[src/rtl/pq_stream_sorter_if.sv]
// Stream-in, stream-out and attached priority-queue signals of the batch sorter.
// The slave modport is the sorter's view; the master modport is the environment's view.
interface pq_stream_sorter_if #(
    parameter int KEY_W = 16,
    parameter int VAL_W = 16
);
    localparam int KV_W = KEY_W + VAL_W;

    logic            in_valid;
    logic            in_ready;
    logic [KV_W-1:0] in_kv;
    logic            in_last;
    logic            out_valid;
    logic            out_ready;
    logic [KV_W-1:0] out_kv;
    logic            out_last;
    logic            pq_enq;
    logic            pq_deq;
    logic [KV_W-1:0] pq_kvi;
    logic [KV_W-1:0] pq_kvo;
    logic            pq_full;
    logic            pq_empty;
    logic            pq_busy;

    modport slave (
        input  in_valid, in_kv, in_last, out_ready, pq_kvo, pq_full, pq_empty, pq_busy,
        output in_ready, out_valid, out_kv, out_last, pq_enq, pq_deq, pq_kvi
    );

    modport master (
        output in_valid, in_kv, in_last, out_ready, pq_kvo, pq_full, pq_empty, pq_busy,
        input  in_ready, out_valid, out_kv, out_last, pq_enq, pq_deq, pq_kvi
    );
endinterface

[src/rtl/pq_stream_sorter.sv]
// Batch sorter: loads a batch of key/value beats into an external min-priority queue,
// then drains the queue head by head to produce the batch in ascending key order.
module pq_stream_sorter #(
    parameter  int KEY_W = 16,
    parameter  int VAL_W = 16,
    parameter  int MAX_N = 15,
    localparam int KV_W  = KEY_W + VAL_W,
    localparam int CNT_W = $clog2(MAX_N + 1)
) (
    input  logic                 clk,
    input  logic                 rst,
    pq_stream_sorter_if.slave    bus,
    output logic [CNT_W-1:0]     count,
    output logic                 err
);
    localparam logic [CNT_W-1:0] MAX_C = CNT_W'(MAX_N);

    typedef enum logic [1:0] {IDLE, LOAD, DRAIN} state_t;

    state_t           state, stateN;
    logic [CNT_W-1:0] countN;
    logic             gap, gapN;
    logic             enq, enqN, deq, deqN;
    logic [KV_W-1:0]  kvi, kviN;
    logic             oValid, oValidN, oLast, oLastN;
    logic [KV_W-1:0]  oKv, oKvN;
    logic             errN;
    logic             inReady;
    logic             pqOk, outFree;

    // Busy from the queue lags an operation by one cycle; gap masks that window.
    assign pqOk    = !bus.pq_busy && !gap;
    assign outFree = !oValid || bus.out_ready;

    always_comb begin
        stateN  = state;
        countN  = count;
        enqN    = 1'b0;
        deqN    = 1'b0;
        kviN    = kvi;
        oValidN = oValid;
        oKvN    = oKv;
        oLastN  = oLast;
        errN    = err;
        inReady = 1'b0;
        case (state)
            IDLE: begin
                if (bus.in_valid) stateN = LOAD;
            end
            LOAD: begin
                inReady = pqOk && !bus.pq_full && (count < MAX_C);
                if (bus.in_valid && inReady) begin
                    enqN   = 1'b1;
                    kviN   = bus.in_kv;
                    countN = count + 1'b1;
                    if (bus.in_last || (count == MAX_C - 1'b1)) stateN = DRAIN;
                end else if (bus.pq_full && (count < MAX_C)) begin
                    errN   = 1'b1;
                    stateN = DRAIN;
                end
            end
            DRAIN: begin
                if (pqOk && (count != '0) && bus.pq_empty) begin
                    // Queue lost entries we still expect: abandon the batch.
                    errN    = 1'b1;
                    oValidN = 1'b0;
                    oLastN  = 1'b0;
                    countN  = '0;
                    stateN  = IDLE;
                end else if (outFree && pqOk && (count != '0)) begin
                    oKvN    = bus.pq_kvo;
                    oValidN = 1'b1;
                    oLastN  = (count == CNT_W'(1));
                    deqN    = 1'b1;
                    countN  = count - 1'b1;
                end else if (oValid && bus.out_ready) begin
                    oValidN = 1'b0;
                    oLastN  = 1'b0;
                    if (oLast) stateN = IDLE;
                end else if (!oValid && (count == '0)) begin
                    stateN = IDLE;
                end
            end
            default: stateN = IDLE;
        endcase
        gapN = enqN || deqN;
    end

    always_ff @(posedge clk or negedge rst) begin
        if (!rst) begin
            state  <= IDLE;
            count  <= '0;
            gap    <= 1'b0;
            enq    <= 1'b0;
            deq    <= 1'b0;
            kvi    <= '0;
            oValid <= 1'b0;
            oKv    <= '0;
            oLast  <= 1'b0;
            err    <= 1'b0;
        end else begin
            state  <= stateN;
            count  <= countN;
            gap    <= gapN;
            enq    <= enqN;
            deq    <= deqN;
            kvi    <= kviN;
            oValid <= oValidN;
            oKv    <= oKvN;
            oLast  <= oLastN;
            err    <= errN;
        end
    end

    assign bus.in_ready  = inReady;
    assign bus.out_valid = oValid;
    assign bus.out_kv    = oKv;
    assign bus.out_last  = oLast;
    assign bus.pq_enq    = enq;
    assign bus.pq_deq    = deq;
    assign bus.pq_kvi    = kvi;
endmodule

[src/flat_wrapper.sv]
// flat-port wrapper written by rule: the top's interface ports become plain ports
module pq_stream_sorter_flat 
#(
    parameter  int KEY_W = 16,
    parameter  int VAL_W = 16,
    parameter  int MAX_N = 15,
    localparam int KV_W  = KEY_W + VAL_W,
    localparam int CNT_W = $clog2(MAX_N + 1)
)
  (clk, rst, count, err, bus_in_valid, bus_in_kv, bus_in_last, bus_out_ready, bus_pq_kvo, bus_pq_full, bus_pq_empty, bus_pq_busy, bus_in_ready, bus_out_valid, bus_out_kv, bus_out_last, bus_pq_enq, bus_pq_deq, bus_pq_kvi);
  pq_stream_sorter_if #(.KEY_W(KEY_W), .VAL_W(VAL_W)) bus_i ();
  input  logic clk;
  input  logic rst;
  output logic [CNT_W-1:0] count;
  output logic err;
  input wire logic [$bits(bus_i.in_valid)-1:0] bus_in_valid;
  input wire logic [$bits(bus_i.in_kv)-1:0] bus_in_kv;
  input wire logic [$bits(bus_i.in_last)-1:0] bus_in_last;
  input wire logic [$bits(bus_i.out_ready)-1:0] bus_out_ready;
  input wire logic [$bits(bus_i.pq_kvo)-1:0] bus_pq_kvo;
  input wire logic [$bits(bus_i.pq_full)-1:0] bus_pq_full;
  input wire logic [$bits(bus_i.pq_empty)-1:0] bus_pq_empty;
  input wire logic [$bits(bus_i.pq_busy)-1:0] bus_pq_busy;
  output wire logic [$bits(bus_i.in_ready)-1:0] bus_in_ready;
  output wire logic [$bits(bus_i.out_valid)-1:0] bus_out_valid;
  output wire logic [$bits(bus_i.out_kv)-1:0] bus_out_kv;
  output wire logic [$bits(bus_i.out_last)-1:0] bus_out_last;
  output wire logic [$bits(bus_i.pq_enq)-1:0] bus_pq_enq;
  output wire logic [$bits(bus_i.pq_deq)-1:0] bus_pq_deq;
  output wire logic [$bits(bus_i.pq_kvi)-1:0] bus_pq_kvi;
  assign bus_i.in_valid = bus_in_valid;
  assign bus_i.in_kv = bus_in_kv;
  assign bus_i.in_last = bus_in_last;
  assign bus_i.out_ready = bus_out_ready;
  assign bus_i.pq_kvo = bus_pq_kvo;
  assign bus_i.pq_full = bus_pq_full;
  assign bus_i.pq_empty = bus_pq_empty;
  assign bus_i.pq_busy = bus_pq_busy;
  assign bus_in_ready = bus_i.in_ready;
  assign bus_out_valid = bus_i.out_valid;
  assign bus_out_kv = bus_i.out_kv;
  assign bus_out_last = bus_i.out_last;
  assign bus_pq_enq = bus_i.pq_enq;
  assign bus_pq_deq = bus_i.pq_deq;
  assign bus_pq_kvi = bus_i.pq_kvi;
  pq_stream_sorter #(.KEY_W(KEY_W), .VAL_W(VAL_W), .MAX_N(MAX_N)) u_core (.clk(clk), .rst(rst), .bus(bus_i), .count(count), .err(err));
endmodule
[config.mk]
export PLATFORM = sky130hd
export DESIGN_NAME = pq_stream_sorter_flat
export DESIGN_NICKNAME = d
export VERILOG_FILES = /design/src/rtl/pq_stream_sorter_if.sv /design/src/rtl/pq_stream_sorter.sv /design/src/flat_wrapper.sv
export SDC_FILE = /design/constraint.sdc
export NUM_CORES = 1
export LEC_CHECK = 0
export CORE_MARGIN = 5
export CORE_UTILIZATION = 41
export DETAILED_ROUTE_END_ITERATION = 8
export GPL_ROUTABILITY_DRIVEN = 1
export PLACE_DENSITY = 0.79
export SETUP_SLACK_MARGIN = 0.02
export SLEW_MARGIN = 20
export SYNTH_ARGS = -nofsm -noshare
export SYNTH_HDL_FRONTEND = slang
export SYNTH_SLANG_ARGS = --single-unit
[constraint.sdc]
create_clock -name clk -period 2.6 [get_ports clk]
set_input_delay 0.39 -clock clk [delete_from_list [all_inputs] [get_ports clk]]
set_output_delay 0.39 -clock clk [all_outputs]
set_load 0.02 [all_outputs]
==> results.txt, run 1 <==
----------------------------------------------------
[Timing]
  Final count of negative-setup-slack endpoints ... 0
  Setup Skew ... 7.63 ps
  Max Clock Freq ... 0.439 GHz
  Final number of hold-violating endpoints ... 0
  Worst slew margin relative to its limit ... 35.8%
  Setup total negative slack ... 0 ps
  Worst Tran Pin Value ... 963 ps
  Final Max Tran Viols ... 0
  Post-route fraction of the period consumed by the critical path ... 87.6%
  Setup repair after global routing missed its margin ... false
  Tmin final ... 2280 ps

[Power and ir drop]
  Max IR drop VDD ... 0.000636 V
  Leakage component of the power ... 2.15 nW
  Final Total Pwr ... 5.92 mW
  Cell area power density ... 1190 nW/um^2

[Synth]
  Post-synthesis cell type with the largest combined area ... dfrtp_1
  Cells after synthesis ... 219
  Count of flip-flops with a built-in enable after synthesis ... 0
  Most frequently used flop master after synthesis ... dfrtp_1
  Average size of a mapped cell ... 14.6 sq um
  Complex-gate fraction of the synthesized area ... 5.50%
  Count of yosys warnings during synthesis ... 0
  Count of state elements after synthesis ... 76
  Number of unique standard cell types used by synthesis ... 38
  Main combinational cell family by area after synthesis ... multiplexers
  Multiplexer area fraction after synthesis ... 23.6%
  Ys async rst share ... 100%
  Netlist Area Pre-Place ... 3190 sq um
  Simple-gate area share of the yosys netlist ... 5.77%
  Cell types with the largest area share after synthesis ... dfrtp_1 (60%), mux2_2 (22%), ha_1 (3.1%), nand3_1 (1.3%), a21o_1 (0.94%)
  Area share of the leading cell type in the synthesized netlist ... 59.7%
  Post-synthesis sequential area ratio ... 59.7%
  Synth Net Count ... 299
  Synth Area in Adders ... 3.14%
  Parity-gate share of the synthesized area counting xor and xnor cells ... 0%

[Clocking]
  Number of gates given a new drive strength after cts ... 0
  Number of buffers inserted for hold repair after clock tree synthesis ... 0
  Clk sink count ... 76
  Maximum clock path buffer count ... 2
  Clock tree from TritonCTS ... done
  Number of levels in the clock H-tree ... 3
  Number of buffers added by the clock tree synthesis step ... 9
  Clock-pin slew on the worst setup and hold paths ... 80 ps
  Buffers inserted during post-CTS setup optimization ... 0
  Cell at the root of the clock tree ... clkbuf_8
  Source-to-sink clock delay at the later pin of the worst-skew pair ... 330 ps

[Drt]
  Total number of vias ... 2311
  Initial drt markers ... 66
  DRC Markers ... 0
  Ratio of routed vias to standard cells ... 4.82
  Number of search-and-repair iterations in the first detailed-routing pass ... 4
  Final routed wirelength across all metal layers ... 7650 microns
  Number of nets still failing antenna checks after routing ... 0
  Final routed wire length divided by cell count ... 16.0 microns

[Final layout]
  Layout overhead on the synthesized area ... 55.8%
  Post-layout instance count excluding filler cells ... 479
  Total inserted antenna cells ... 0
  Layout net count ... 453
  Proportion of layout cells with a drive suffix above 1 ... 24.9%

[Hold path]
  Min-delay worst type ... in2async

[Floorplanning]
  Std-Cell Rows ... 32
  Standard cell core area ... 7650 sq um
  Die Area ... 9640 sq um
  Top-level I/O count ... 146
  Initial standard-cell utilization of the core ... 41.7%
  Die span in x ... 98.2 microns
  Vertical die dimension ... 98.2 microns

[GRT]
  Wire length of the first global-routing pass ... 12700 microns
  GRT Total Usage ... 16.5%
  Maximum number of pins on one net before global-route repair ... 77
  Via count of the first global-routing pass ... 2558
  Initial antenna violation count ... 0
  Grt ovf ... 0

[Setup path]
  Maximum fanout count along the critical path ... 8
  Category of the worst setup path capture point ... register
  Req. time, crit path ... 2820 ps
  Startpoint-to-endpoint class of the critical path ... reg2reg
  Crit start category ... register
  CP Data Arrival Time ... 2490 ps

[Placement]
  Detailed-placement wirelength estimate ... 5860 microns
  Count of input and output buffers ... 145
  Final weighted congestion in routability-driven placement ... 0.883
  Placed Cells incl. Taps ... 464

[Outcome]
  Run status ... finished, final reports clean

[Run]
  Max_cap viols ... 0

----------------------------------------------------
-- flip-flops by register name (all words and copies together), names as in the netlist --
register,flops
u_core.bus.pq_enq,1
u_core.bus.out_last,1
u_core.bus.pq_deq,1
u_core.err,1
u_core.gap,1
u_core.bus.out_valid,1
u_core.count,4
u_core.bus.out_kv,32
u_core.state,2
u_core.bus.pq_kvi,32
-- layout by cell type (no fill, tap or decap), types with 2 or more instances in the layout --
| cell | n |
|---|---|
| mux2_2 | 63 |
| nand4_1 | 2 |
| clkdlybuf4s50_1 | 143 |
| bufinv_16 | 2 |
| o31ai_1 | 2 |
| a21oi_1 | 4 |
| mux2_4 | 2 |
| dfrtp_1 | 76 |
| ha_1 | 8 |
| a21o_1 | 4 |
| nand2_1 | 6 |
| clkinv_2 | 2 |
| o21ai_0 | 5 |
| buf_4 | 6 |
| nand3_1 | 8 |
| inv_1 | 8 |
| clkbuf_8 | 9 |
-- power breakdown --
group | total [mW] | switching [mW] | internal (mW)
registers | 2.05 | 0.325 | 1.73
clock network | 0.940 | 0.407 | 0.533
logic | 2.93 | 1.35 | 1.57
-- metrics by stage --
step           utilization, %  hold WS (ps)  worst slack [ps]  instance area [sq um]
2_1_floorplan               -          94.4               391                   3190
3_3_place_gp             62.2           444               375                   4760
3_5_place_dp             62.2           444               348                   4760
4_1_cts                  64.9           237              93.1                   4960
5_1_grt                  64.9           265               215                   4960
6_report                 64.9           177               322                   4960
-- per-layer routing --
layer | track usage [%] | vias to the layer above | part of all wire, %
met1 | 18.0 | 1142 | 37
li1 | - | 1093 | -
met5 | 0 | - | 0
met2 | 29.6 | 62 | 55
met4 | 6.30 | 0 | 2.2
met3 | 5.71 | 14 | 5.7
-- worst max-delay path: stages, from the launching register on --
cell and delay, ps:
dfrtp_1 470, inv_1 120, ha_1 190, or3b_4 420
and3_4 210, a211o_1 290, o311ai_2 120, mux2_4 330
-- synth_stat cells (2+ instances only) --
cell,n
dfrtp_1,76
buf_4,4
mux2_2,63
ha_1,8
mux2_4,2
nand3_1,8
nand2_1,6
o31ai_1,2
buf_2,3
a21oi_1,4
a21o_1,4
inv_1,8
nand4_1,2
o21ai_0,5
-- logic make-up after synthesis --
| kind of cell | after synthesis |
|---|---|
| compound gates | 24 |
| buf+inv | 15 |
| flops | 76 |
| simple gates | 30 |
| fa+ha+maj | 8 |
| mux | 66 |
-- layout make-up --
| class | count | area, sq um |
|---|---|---|
| clock buffer | 10 | 128 |
| clock inverter | 5 | 77.6 |
| fill | 612 | 2680 |
| inverter | 8 | 30.0 |
| multi-input combinational | 128 | 1210 |
| sequential | 76 | 1900 |
| tap | 102 | 128 |
| timing repair buffer | 150 | 1490 |
-- final timing paths --
path,endpoint,depth (start not counted),start,slack [ps]
worst max register to register,u_core.state[0],7,u_core.count[0],320
max in group asynchronous,u_core.bus.out_kv[13],1,rst,1760
worst min-delay path,u_core.bus.pq_kvi[4],1,rst,180
min in group clk,u_core.err,1,u_core.err,460
worst min register to register,u_core.err,1,u_core.err,460
worst max-delay path,u_core.state[0],7,u_core.count[0],320
(Power assumes the default switching activity.)
==> run 2: changes to the inputs <==
--- a/config.mk
+++ b/config.mk
@@ -5,11 +5,12 @@
 export SDC_FILE = /design/constraint.sdc
 export NUM_CORES = 1
 export LEC_CHECK = 0
+export CAP_MARGIN = 20
 export CORE_MARGIN = 5
-export CORE_UTILIZATION = 41
+export CORE_UTILIZATION = 37
 export DETAILED_ROUTE_END_ITERATION = 8
 export GPL_ROUTABILITY_DRIVEN = 1
-export PLACE_DENSITY = 0.79
+export PLACE_DENSITY = 0.76
 export SETUP_SLACK_MARGIN = 0.02
 export SLEW_MARGIN = 20
 export SYNTH_ARGS = -nofsm -noshare
==> constraint.sdc (replaced) <==
create_clock -name clk -period 1.83 [get_ports clk]
set_input_delay 0.2745 -clock clk [delete_from_list [all_inputs] [get_ports clk]]
set_output_delay 0.2745 -clock clk [all_outputs]
set_load 0.02 [all_outputs]
==> results.txt, run 2 (same netlist as run 1, synthesis figures left out) <==
----------------------------------------------------
[Power and ir drop]
  Internal power summed over all cells ... 5.64 mW (+47%)
  Combinational share of power ... 53.2% (+3.8 points)
  Reg power frac ... 32.4% (-2.3 points)
  Fraction of power consumed by the clock network ... 14.4% (-1.5 points)
  Final Total Pwr ... 8.85 mW (+50%)
  Sw Share ... 36.3% (+1.1 points)
  Cell area power density ... 1660 nW/um^2 (+39%)
  Leakage component of the power ... 2.34 nW (+8.9%)
  Max IR drop VDD ... 0.000943 V (+48%)
  Switch Pwr ... 3.21 mW (+54%)

[Final layout]
  Summed area of non-filler cells in the final layout ... 5340 sq um (+7.6%)
  Layout overhead on the synthesized area ... 67.6%
  Most frequent cells in the layout ... clkdlybuf4s50_1 (139), dfrtp_1 (74), mux2_2 (63), buf_4 (24), clkbuf_8 (9)
  Total inserted antenna cells ... 0 (unchanged)
  Layout net count ... 480 (+6.0%)
  Most common cell after layout, fill and taps aside ... clkdlybuf4s50_1
  Fill cells ... 614 (+0.33%)
  Proportion of layout cells with a drive suffix above 1 ... 33.6% (+8.6 points)

[Floorplanning]
  Std-Cell Rows ... 33 (+3.1%)
  Die Area ... 10600 sq um (+9.7%)
  Top-level I/O count ... 146 (unchanged)
  Vertical die dimension ... 103 microns (+4.7%)
  Standard cell core area ... 8300 sq um (+8.5%)
  Die span in x ... 103 microns (+4.7%)
  Initial standard-cell utilization of the core ... 38.4% (-3.3 points)

[Timing]
  Final Max Tran Viols ... 0 (unchanged)
  Worst Slack Setup Final ... -180 ps (-502 ps)
  Final-layout worst hold slack ... 427 ps (+250 ps)
  Worst Tran Pin Value ... 476 ps (-488 ps)
  Max Clock Freq ... 0.497 GHz (+13%)
  Post-route fraction of the period consumed by the critical path ... 110% (+22 points)
  Final count of negative-setup-slack endpoints ... 37 (+37)
  Tmin final ... 2010 ps (-268 ps)
  Final number of hold-violating endpoints ... 0 (unchanged)
  Setup Skew ... 7.92 ps (+0.294 ps)
  Setup repair after global routing missed its margin ... true
  Worst slew margin relative to its limit ... 68.3% (+33 points)

[Drt]
  Initial drt markers ... 58 (-12%)
  DRC Markers ... 0 (unchanged)
  Final routed wire length divided by cell count ... 16.8 microns (+5.1%)
  Final routed wirelength across all metal layers ... 8550 microns (+12%)
  Number of search-and-repair iterations in the first detailed-routing pass ... 4 (unchanged)
  Ratio of routed vias to standard cells ... 4.80 (-0.55%)
  Number of nets still failing antenna checks after routing ... 0 (unchanged)
  Total number of vias ... 2447 (+5.9%)

[Setup path]
  Startpoint-to-endpoint class of the critical path ... reg2reg
  Category of the worst setup path capture point ... register
  Critical path's largest stage delay ... 420 ps (-50 ps)
  Count of buffer and inverter cells on the critical path ... 1 (unchanged)
  CP Data Arrival Time ... 2240 ps (-250 ps)
  Maximum fanout count along the critical path ... 5 (-3)
  Req. time, crit path ... 2060 ps (-760 ps)
  CP max-delay cell ... dfrtp_2
  Kind of cell with the highest combined delay on the critical path ... simple AND/OR/NAND/NOR gates
  Crit start category ... register
  Cells along the critical path ... inv_2, ha_4, or3b_4, and3_4, a211o_1, o311ai_4, mux2_4

[Placement]
  Detailed-placement wirelength estimate ... 6150 microns (+5.1%)
  Final weighted congestion in routability-driven placement ... 0.858 (-2.8%)
  Count of input and output buffers ... 145 (unchanged)
  Placed Instance Area ... 4980 sq um (+4.7%)

[Clocking]
  Cell at the root of the clock tree ... clkbuf_8
  Maximum clock path buffer count ... 2 (unchanged)
  Number of levels in the clock H-tree ... 3 (unchanged)
  Clock-pin slew on the worst setup and hold paths ... 80 ps (about the same)
  Clock tree from TritonCTS ... done
  Source-to-sink clock delay at the later pin of the worst-skew pair ... 340 ps (about the same)
  Clk sink count ... 76 (unchanged)
  Number of buffers added by the clock tree synthesis step ... 9 (unchanged)

[GRT]
  Wire length of the first global-routing pass ... 13200 microns (+4.4%)
  Initial antenna violation count ... 0 (unchanged)
  Via count of the first global-routing pass ... 2678 (+4.7%)
  Maximum number of pins on one net before global-route repair ... 43 (-44%)
  GRT Total Usage ... 16.2% (-0.34 points)
  Grt ovf ... 0 (unchanged)

[Outcome]
  Run status ... finished, violations left
  Violated checks ... setup timing

[Run]
  Max_cap viols ... 0 (unchanged)

[Hold path]
  Min-delay worst type ... in2async

----------------------------------------------------
## run 2: changes by cell type in the layout (fill, tap and decap cells not counted), moves of 3 or more
cell,delta
buf_12,+5
buf_4,+18
clkdlybuf4s50_1,-4
o21ai_0,-3
o21ai_1,+3
## run 2: routing by layer
layer	track usage (%)	share of wire [%]	vias up
met1	19.3	39	1219
met4	4.18	0.91	0
met3	6.09	7.0	5
li1	-	-	1149
met5	0	0	-
met2	27.7	53	74
## run 2: power by group through the flow
| stage | logic, mW | registers [mW] | clock network, mW |
|---|---|---|---|
| after floorplan | 1.32 | 3.85 | 0 |
| after global placement | 4.52 | 2.86 | 0 |
| after detailed placement | 4.60 | 2.89 | 0 |
| after CTS | 4.70 | 2.88 | 1.32 |
| after global routing | 4.99 | 2.98 | 1.40 |
| final | 4.70 | 2.87 | 1.28 |
## run 2: timing repair
item                                   in CTS  in global routing
gates cloned                                1                  2
hold buffers                                1                  0
pin swaps                                   4                  2
endpoints found under the hold margin      34                  0
buffers inserted                            3                  1
setup endpoints to repair                  71                 60
gates resized for setup                    17                  5
## run 2: final cells by class
class                           instances  area [sq um]  area share [%]
Clock inverter                          7          76.3            1.43
Tap cell                              105           131            2.46
Inverter                                8          30.0           0.562
Sequential cell                        76          1900            35.7
Timing Repair Buffer                  177          1800            33.8
Multi-Input combinational cell        128          1270            23.8
Clock buffer                            9           124            2.32
## run 2: worst register-to-register path, stage by stage, from the launching register on
cell,delay [ps]
dfrtp_2,420
inv_2,80
ha_4,130
or3b_4,400
and3_4,160
a211o_1,250
o311ai_4,110
mux2_4,330
## run 2: worst paths after layout
kind                                 start              endpoint  slack (ps)  depth (start not counted)
setup / recovery           u_core.count[1]       u_core.state[1]        -180                          7
hold / removal                         rst  u_core.bus.pq_kvi[8]         430                          2
min in group clk                u_core.err            u_core.err         460                          1
setup reg to reg           u_core.count[1]       u_core.state[1]        -180                          7
max in group asynchronous              rst  u_core.bus.out_kv[9]         840                          3
hold reg to reg                 u_core.err            u_core.err         460                          1
## run 2: through the flow
step	instances	worst slack [ps]	util, %	TNS, ps
5_1_grt	510	-247	64.3	-8310
6_report	510	-180	64.3	-4490
2_1_floorplan	219	-225	-	-7470
4_1_cts	507	-178	63.5	-3030
3_3_place_gp	486	-180	60.0	-7970
3_5_place_dp	486	-222	60.0	-9640
